File: src/rtl/cpu_pkg.sv
// Shared definitions for the 8-bit CPU control path.
// Holds the instruction field layout, opcode and ALU select encodings,
// and the control FSM state codes.
package cpu_pkg;

  localparam int unsigned INSTR_W = 16;
  localparam int unsigned FIELD_W = 4;
  localparam int unsigned IMM_W   = 8;
  localparam int unsigned ALU_W   = 3;
  localparam int unsigned STATE_W = 3;

  localparam int unsigned OPC_LSB = 12;
  localparam int unsigned RD_LSB  = 8;
  localparam int unsigned RS1_LSB = 4;
  localparam int unsigned RS2_LSB = 0;

  typedef enum logic [3:0] {
    OP_NOP  = 4'h0,
    OP_ADD  = 4'h1,
    OP_SUB  = 4'h2,
    OP_AND  = 4'h3,
    OP_OR   = 4'h4,
    OP_XOR  = 4'h5,
    OP_LDI  = 4'h6,
    OP_JMP  = 4'h7,
    OP_JZ   = 4'h8,
    OP_HALT = 4'hF
  } opcode_t;

  typedef enum logic [2:0] {
    ALU_ADD   = 3'd0,
    ALU_SUB   = 3'd1,
    ALU_AND   = 3'd2,
    ALU_OR    = 3'd3,
    ALU_XOR   = 3'd4,
    ALU_PASSB = 3'd5
  } alu_op_t;

  typedef logic [STATE_W-1:0] state_t;

  localparam state_t ST_FETCH  = 3'd0;
  localparam state_t ST_DECODE = 3'd1;
  localparam state_t ST_EXEC   = 3'd2;
  localparam state_t ST_WB     = 3'd3;
  localparam state_t ST_HALT   = 3'd4;

endpackage

File: src/rtl/cpu_control_instr_decoder.sv
// Combinational instruction decoder.
// Ports: instr (16-bit instruction word) in; ra1/ra2/a3 register addresses,
// alu_op, imm_sel, imm, and the flags writes_rd/is_jmp/is_jz/is_halt out.
module instr_decoder
  import cpu_pkg::*;
(
  input  logic [15:0] instr,
  output logic [3:0]  ra1,
  output logic [3:0]  ra2,
  output logic [3:0]  a3,
  output logic [2:0]  alu_op,
  output logic        imm_sel,
  output logic [7:0]  imm,
  output logic        writes_rd,
  output logic        is_jmp,
  output logic        is_jz,
  output logic        is_halt
);

  logic [3:0] opc;
  logic [3:0] rd;
  logic [3:0] rs1;
  logic [3:0] rs2;

  assign opc = instr[OPC_LSB +: FIELD_W];
  assign rd  = instr[RD_LSB  +: FIELD_W];
  assign rs1 = instr[RS1_LSB +: FIELD_W];
  assign rs2 = instr[RS2_LSB +: FIELD_W];

  // Field decode; reserved opcodes fall through as NOPs.
  always_comb begin
    ra1       = rs1;
    ra2       = rs2;
    a3        = rd;
    alu_op    = ALU_ADD;
    imm_sel   = 1'b0;
    imm       = instr[IMM_W-1:0];
    writes_rd = 1'b0;
    is_jmp    = 1'b0;
    is_jz     = 1'b0;
    is_halt   = 1'b0;
    case (opc)
      OP_ADD: begin alu_op = ALU_ADD; writes_rd = 1'b1; end
      OP_SUB: begin alu_op = ALU_SUB; writes_rd = 1'b1; end
      OP_AND: begin alu_op = ALU_AND; writes_rd = 1'b1; end
      OP_OR:  begin alu_op = ALU_OR;  writes_rd = 1'b1; end
      OP_XOR: begin alu_op = ALU_XOR; writes_rd = 1'b1; end
      OP_LDI: begin
        alu_op    = ALU_PASSB;
        imm_sel   = 1'b1;
        writes_rd = 1'b1;
      end
      OP_JMP:  is_jmp = 1'b1;
      // The tested register sits in the rd field.
      OP_JZ: begin
        ra1   = rd;
        is_jz = 1'b1;
      end
      OP_HALT: is_halt = 1'b1;
      default: ;
    endcase
  end

endmodule

File: src/rtl/cpu_control.sv
// Multi-cycle control sequencer: fetch over req/valid, decode, exec, writeback.
// Ports: clk, rst (sync active-high); imem_req/imem_addr/imem_valid/imem_data
// fetch handshake; RA1/RA2/A3/write_enable register-file control; alu_op,
// imm_sel, imm ALU control; rd1 zero-test input; pc and halted status.
module cpu_control
  import cpu_pkg::*;
#(
  parameter int unsigned     PC_W     = 8,
  parameter logic [PC_W-1:0] RESET_PC = '0
) (
  input  logic            clk,
  input  logic            rst,
  output logic            imem_req,
  output logic [PC_W-1:0] imem_addr,
  input  logic            imem_valid,
  input  logic [15:0]     imem_data,
  output logic [3:0]      RA1,
  output logic [3:0]      RA2,
  output logic [3:0]      A3,
  output logic            write_enable,
  output logic [2:0]      alu_op,
  output logic            imm_sel,
  output logic [7:0]      imm,
  input  logic [7:0]      rd1,
  output logic [PC_W-1:0] pc,
  output logic            halted
);

  state_t          state, state_n;
  logic [PC_W-1:0] pc_q, pc_n;
  logic [15:0]     ir, ir_n;
  logic            req_n;
  logic            we_q, we_n;
  logic            halted_n;
  logic [3:0]      ra1_n, ra2_n, a3_n;
  logic [2:0]      alu_op_n;
  logic            imm_sel_n;
  logic [7:0]      imm_n;

  logic            accept;
  logic [15:0]     dec_in;
  logic [3:0]      dec_ra1, dec_ra2, dec_a3;
  logic [2:0]      dec_alu_op;
  logic            dec_imm_sel;
  logic [7:0]      dec_imm;
  logic            dec_writes_rd, dec_is_jmp, dec_is_jz, dec_is_halt;

  // Response only counts while the request is actually up.
  assign accept = (state == ST_FETCH) && imem_req && imem_valid;

  // Decode the incoming word on accept so the register-file controls are
  // already registered in DECODE; otherwise decode the held IR.
  assign dec_in = accept ? imem_data : ir;

  instr_decoder u_dec (
    .instr     (dec_in),
    .ra1       (dec_ra1),
    .ra2       (dec_ra2),
    .a3        (dec_a3),
    .alu_op    (dec_alu_op),
    .imm_sel   (dec_imm_sel),
    .imm       (dec_imm),
    .writes_rd (dec_writes_rd),
    .is_jmp    (dec_is_jmp),
    .is_jz     (dec_is_jz),
    .is_halt   (dec_is_halt)
  );

  // Next-state, next-pc and registered-output logic.
  always_comb begin
    state_n   = state;
    pc_n      = pc_q;
    ir_n      = ir;
    ra1_n     = RA1;
    ra2_n     = RA2;
    a3_n      = A3;
    alu_op_n  = alu_op;
    imm_sel_n = imm_sel;
    imm_n     = imm;
    case (state)
      ST_FETCH: begin
        if (accept) begin
          ir_n      = imem_data;
          ra1_n     = dec_ra1;
          ra2_n     = dec_ra2;
          a3_n      = dec_a3;
          alu_op_n  = dec_alu_op;
          imm_sel_n = dec_imm_sel;
          imm_n     = dec_imm;
          state_n   = ST_DECODE;
        end
      end
      ST_DECODE: state_n = ST_EXEC;
      ST_EXEC: begin
        if (dec_is_halt) begin
          state_n = ST_HALT;
        end else if (dec_writes_rd) begin
          state_n = ST_WB;
        end else begin
          if (dec_is_jmp || (dec_is_jz && (rd1 == 8'd0))) begin
            pc_n = PC_W'(imm);
          end else begin
            pc_n = pc_q + PC_W'(1);
          end
          state_n = ST_FETCH;
        end
      end
      ST_WB: begin
        pc_n    = pc_q + PC_W'(1);
        state_n = ST_FETCH;
      end
      ST_HALT: state_n = ST_HALT;
      default: state_n = ST_FETCH;
    endcase
    req_n    = (state_n == ST_FETCH);
    we_n     = (state_n == ST_WB) && (a3_n != 4'd0);
    halted_n = (state_n == ST_HALT);
  end

  // State and output registers.
  always_ff @(posedge clk) begin
    if (rst) begin
      state    <= ST_FETCH;
      pc_q     <= RESET_PC;
      ir       <= 16'h0000;
      imem_req <= 1'b0;
      we_q     <= 1'b0;
      halted   <= 1'b0;
      RA1      <= 4'd0;
      RA2      <= 4'd0;
      A3       <= 4'd0;
      alu_op   <= 3'd0;
      imm_sel  <= 1'b0;
      imm      <= 8'd0;
    end else begin
      state    <= state_n;
      pc_q     <= pc_n;
      ir       <= ir_n;
      imem_req <= req_n;
      we_q     <= we_n;
      halted   <= halted_n;
      RA1      <= ra1_n;
      RA2      <= ra2_n;
      A3       <= a3_n;
      alu_op   <= alu_op_n;
      imm_sel  <= imm_sel_n;
      imm      <= imm_n;
    end
  end

  // Reset must suppress a write already in progress in the same cycle.
  assign write_enable = we_q & ~rst;
  assign imem_addr    = pc_q;
  assign pc           = pc_q;

endmodule

File: config.mk
export PLATFORM = sky130hd
export DESIGN_NAME = cpu_control
export DESIGN_NICKNAME = d
export VERILOG_FILES = /design/src/rtl/cpu_pkg.sv /design/src/rtl/cpu_control_instr_decoder.sv /design/src/rtl/cpu_control.sv
export SDC_FILE = /design/constraint.sdc
export NUM_CORES = 1
export LEC_CHECK = 0
export BUFFER_PORTS_ARGS = -buffer_cell sky130_fd_sc_hd__buf_2
export CORE_ASPECT_RATIO = 0.6
export CORE_MARGIN = 2
export CORE_UTILIZATION = 40
export CTS_BUF_LIST = sky130_fd_sc_hd__clkbuf_4
export DETAILED_ROUTE_END_ITERATION = 10
export MAX_ROUTING_LAYER = met4
export PLACE_DENSITY = 0.66
export REMOVE_ABC_BUFFERS = 1
export SYNTH_ARGS = -nofsm -noshare
export SYNTH_HDL_FRONTEND = slang
export SYNTH_HIERARCHICAL = 1
export SYNTH_SLANG_ARGS = --single-unit
File: constraint.sdc
create_clock -name clk -period 8.3 [get_ports clk]
set_input_delay 1.66 -clock clk [delete_from_list [all_inputs] [get_ports clk]]
set_output_delay 1.66 -clock clk [all_outputs]
set_load 0.02 [all_outputs]
* Word level (Yosys, flattened, before mapping)
Cells that the tools add are included.
Word-level totals: flip-flop bits (word level) 54, input bits 27
Operators by class: add/subtract/negate cells 1, equal/unequal tests 17, mux-type cells 18, bitwise operators 2, reductions and logical operators 13
Operator list (count):
- 8-bit 2-to-1 mux | 3
- 4-bit by 3-bit equality test with 1-bit output, second input constant | 4
- 16-bit 2-to-1 mux | 1
- 8-bit case mux with 2 select lines | 1
- 3-bit case mux with 5 select lines | 1
- 4-bit 2-to-1 mux | 3
- 3-bit case mux with 4 select lines | 1
- 3-bit by 2-bit equality test with 1-bit output, second input constant | 3
- 8-bit by 1-bit adder with 8-bit output, second input constant | 1
- 4-bit by 2-bit equality test with 1-bit output, second input constant | 2
- 4-bit equality test, second input constant | 2
- 8-bit logical NOT | 1
- 3-bit equality test, second input constant | 2
- 3-bit logical NOT | 2
- 3-bit 2-to-1 mux | 2
- 6-bit OR reduction | 1
- 1-bit 2-to-1 mux | 5
- 4-bit by 1-bit equality test with 1-bit output, second input constant | 1
- 1-bit logical AND | 4
- 2-bit != test, second input constant | 2
- 4-bit nonzero test | 1
- 3-bit by 1-bit equality test with 1-bit output, second input constant | 1
- 3-bit AND reduction | 1
- 2-bit 2-to-1 mux | 1
- 5 further kinds | 5

* Longest topological paths before layout
depth in word-level cells 12, gate-level depth with buffers 13, depth with buffers taken out 9

* By module
Netlist, hierarchy kept.
By module, submodules not included:
- cpu_control | times used 1, cells an instance 276, area an instance 2454.9 um2
- instr_decoder | times used 1, cells an instance 39, area an instance 295.3 um2

* Worst setup path before layout
Ideal clock, no wire load.
path type input -> register, start in imem_valid, end reg pc_q[0] (netlist: imem_addr[0]), library setup time 0.074 ns, arrival time 4.076 ns, required time 8.226 ns, slack 4.149 ns, stages on the path 10, buffers on the path 3, cell sequence and4b_1 buf_2 buf_6 mux2_4 buf_6 nor4b_4 nor4b_2 a31oi_2 or4b_1 a31oi_1
Between the ends: cells in the longest elaborated chain, start to end 10, elaborated cells between the ends (all ways) 25
RTL lines:
- start: declaration | RTL line cpu_control.sv:15 | input logic imem_valid,
- 1-bit logical AND | RTL line cpu_control.sv:49 | assign accept = (state == ST_FETCH) && imem_req && imem_valid;
- 16-bit 2-to-1 mux
- via dec_in[12] | RTL line cpu_control.sv:41 | logic [15:0] dec_in;
- 4-bit equality test | RTL line cpu_control_instr_decoder.sv:42 | case (opc)
- 1-bit 2-to-1 mux | RTL line cpu_control_instr_decoder.sv:42
- via dec_is_jz | RTL line cpu_control.sv:46 | logic dec_writes_rd, dec_is_jmp, dec_is_jz, dec_is_halt;
- 1-bit logical AND | RTL line cpu_control.sv:100 | if (dec_is_jmp || (dec_is_jz && (rd1 == 8'd0))) begin
- 1-bit logical OR | RTL line cpu_control.sv:100
- 8-bit 2-to-1 mux | RTL line cpu_control.sv:100
- 8-bit 2-to-1 mux | RTL line cpu_control.sv:97 | end else if (dec_writes_rd) begin
- 8-bit 2-to-1 mux | RTL line cpu_control.sv:95 | if (dec_is_halt) begin
- 8-bit case mux with 2 select lines | RTL line cpu_control.sv:80 | case (state)
- end signal: assignment | RTL line cpu_control.sv:137 | pc_q <= pc_n;
- end: declaration | RTL line cpu_control.sv:30 | logic [PC_W-1:0] pc_q, pc_n;
The timed path passes the listed nets, and every way through them passes these cells. The select of a mux whose other input is x is not followed. A chain may end at the register's enable or synchronous reset.

* Worst setup path in the final report
start in imem_valid, end reg pc_q[4] (netlist: imem_addr[4])
The elaborated chain is that of the path after synthesis.

==> metrics <==
total gr overflow=0; CTS Root Cell=clkbuf_4; GRT met2 Usage=between 20% and 30%; yosys warns=6; Max Clock Skew=approximately 0.016 ns; leakage=about 1.2 nW; Routed wire per std cell=around 14 µm; Util after Layout=between 40 and 50%; Worst-Skew Late Latency=0.39 ns; arrival time worst endpoint=4.87 ns; slowest CP cell=and4b_2; relative slew slack=roughly two fifths; PwrDens=166 nW/µm²; fin crit period=between 4 and 5 ns; Clock Sinks=54; Yosys reg bits=54; area grow syn2layout=8.33%; WHS Path Cells=2; Antenna diodes=0; status=finished clean; HPWL Detailed=4230 µm; Hold/Removal Path Class=flop to flop; # rows=23; CTS Buf Count=5; share of cells above drive strength 1=roughly 30%; Post-DRT Antenna Nets=0; Detailed Route WL=just over 6000 µm; Clock Path Buffers=2; 1st-pass router iterations=4; post-route setup TNS=0 ns; GRT met3 Usage=between 4 and 5%; postcts setup bufs=0; clock-pin slew on the worst setup and hold paths=about 0.16 ns; initial core utilization=between 40% and 50%; f_max=about 0.22 GHz; TritonCTS clock tree=built; Die Y=~70 µm; Inst Count DP=roughly 430; Area after DPL=around 2900 µm²; met1 usage=between 20% and 30%; Setup Slack @ Placement=3.33 ns; placer congestion estimate=0.768; fraction of registers with async set/reset=0%; crit share post-route=between 50 and 60%; initial antenna violation count=0; RSZ-0062 raised after global routing=false; hold slack=~0.46 ns; CP Depth=8; DRT iter0 DRCs=roughly 150; Syn Area/Cell=between 8 and 9 µm²; Critical Path, Cell by Cell=buf_2 -> and4b_2 -> mux2_4 -> nor4b_4 -> nor4b_2 -> a31oi_2 -> or4b_1 -> a31oi_1; Distinct cells, synth=46; EDFF count, synth=0; CTS Hold Bufs=0; largest net degree at the start of global routing=55; Worst VDD drop=roughly 0.000085 V; die width=111 µm; Hold Vio Cnt, Final=0; Final Max Tran Viols=0; nets=around 380; post-synthesis sequential area ratio=between 30% and 40%; CP startpoint kind=input port; Worst Max-Slew Pin Slew=a little under 0.9 ns; number of global-route vias before repair=just under 2000; critical path class=input port to flop; MaxCap Viol Count=0; fin cells=between 400 and 500; GRT Util Overall=between 15 and 20%; total power=495 µW; R2R depth=8; vias=roughly 2300; core region area=6680 µm²; Port Buffers=69; Setup-failing EPs final=0; setup ws final=between 3 and 4 ns; Setup crit end kind=flop; CP Data Required Time=~8.6 ns; mapped cell area=~2800 µm²; die area=around 7600 µm²; post-route cell area=just under 3000 µm²; first-pass GRT wire length=9790 µm; DR vias/cell=around 5.2; post_cts resized=0; Ports=70; CP delay by family, top=simple AND/OR/NAND/NOR gates; CP max FO=between 40 and 50; Cells after Synth=about 320; top_reg_cell synth=dfxtp_1; busiest grt layer=met2; CP Buf/Inv Count=1; crit-path max cell delay=roughly 0.83 ns; # DRC=0; H-Tree Depth=2
[path summary, 6_finish.rpt]
path                  startpoint                         to  slack, ns
min          RA1[2]$_SDFFE_PP0P_        RA1[2]$_SDFFE_PP0P_       0.46
max reg2reg  state[1]$_SDFF_PP0_  imem_addr[4]$_SDFFE_PP0P_       4.47
min reg2reg  RA1[2]$_SDFFE_PP0P_        RA1[2]$_SDFFE_PP0P_       0.46
max                   imem_valid  imem_addr[4]$_SDFFE_PP0P_       3.74
[where the power goes]
part,total (mW),switching (mW),internal [mW]
registers,0.277,0.00743,0.270
logic,0.0935,0.0543,0.0391
clock network,0.125,0.0904,0.0341
total,0.495,0.152,0.343
[synthesized netlist by cell type, types with 2 or more instances]
cell type / number / area (µm²)
o41a_1: 3 / 33.8
dfxtp_1: 54 / 1080
o221ai_1: 2 / 17.5
mux2_4: 7 / 105
o22ai_1: 3 / 18.8
inv_1: 6 / 22.5
buf_2: 5 / 25.0
nor4_1: 6 / 37.5
mux2_1: 5 / 56.3
and4b_1: 2 / 20.0
nand2_1: 59 / 221
buf_4: 24 / 180
or4b_1: 4 / 40.0
nor3_1: 9 / 45.0
nor3b_1: 4 / 30.0
o21a_1: 2 / 15.0
o21ai_0: 6 / 30.0
clkbuf_1: 10 / 37.5
o211ai_1: 3 / 22.5
mux2_2: 8 / 90.1
and2_1: 2 / 12.5
nor2b_1: 20 / 125
a31oi_1: 7 / 43.8
buf_6: 5 / 56.3
nand3_1: 2 / 10.0
a21oi_1: 30 / 150
nor2_1: 8 / 30.0
[per-layer routing]
metal / part of all wire, % / vias to the layer above
met1: 53 / 1052
met3: 5.8 / 7
met4: 0.74 / 0
met5: 0 / -
li1: - / 1132
met2: 40 / 64
[layout make-up]
type	instances	area, µm²
clock buffers	5	37.5
clock inverters	3	23.8
fillers	710	3700
inverters	6	22.5
multi-input cells	210	1350
flip-flops and latches	54	1080
well taps	87	109
repair buffers	71	360
[layout by cell type, fill, tap and decap left out, types with 2 or more instances in the layout]
cell and count:
a21oi_1 30, a31oi_1 7, and2_1 2, buf_2 69, buf_4 2, clkbuf_4 5, clkinvlp_4 2, dfxtp_1 54
inv_1 6, mux2_1 5, mux2_2 8, mux2_4 7, nand2_1 59, nand3_1 2, nor2_1 8, nor2b_1 20
nor3_1 9, nor3b_1 4, nor4_1 6, o211ai_1 3, o21a_1 2, o21ai_0 6, o221ai_1 2, o22ai_1 3
o41a_1 3, or4b_1 4
[flip-flops by register name, summed over array words and instances, names as in the netlist]
| signal | cells |
|---|---|
| halted | 1 |
| alu_op | 3 |
| we_q | 1 |
| imm | 8 |
| imem_req | 1 |
| RA1 | 4 |
| imm_sel | 1 |
| imem_addr | 8 |
| ir | 16 |
| RA2 | 4 |
| A3 | 4 |
| state | 3 |
[tightest hold or removal path, cell delays in order, from the launching register on]
cell and delay, ns:
dfxtp_1 0.34, nand2_1 0.05, a21oi_1 0.05
[kinds of logic after synthesis]
| kind of cell | after synthesis | share of synthesized area [%] |
|---|---|---|
| fa+ha+maj | 1 | 0.455 |
| buf+inv | 51 | 11.8 |
| xor+xnor | 1 | 0.319 |
| flops | 54 | 39.3 |
| simple gates | 129 | 25.8 |
| mux | 20 | 9.14 |
| compound gates | 59 | 13.2 |
Note: power is estimated with default switching activity, not from simulation.
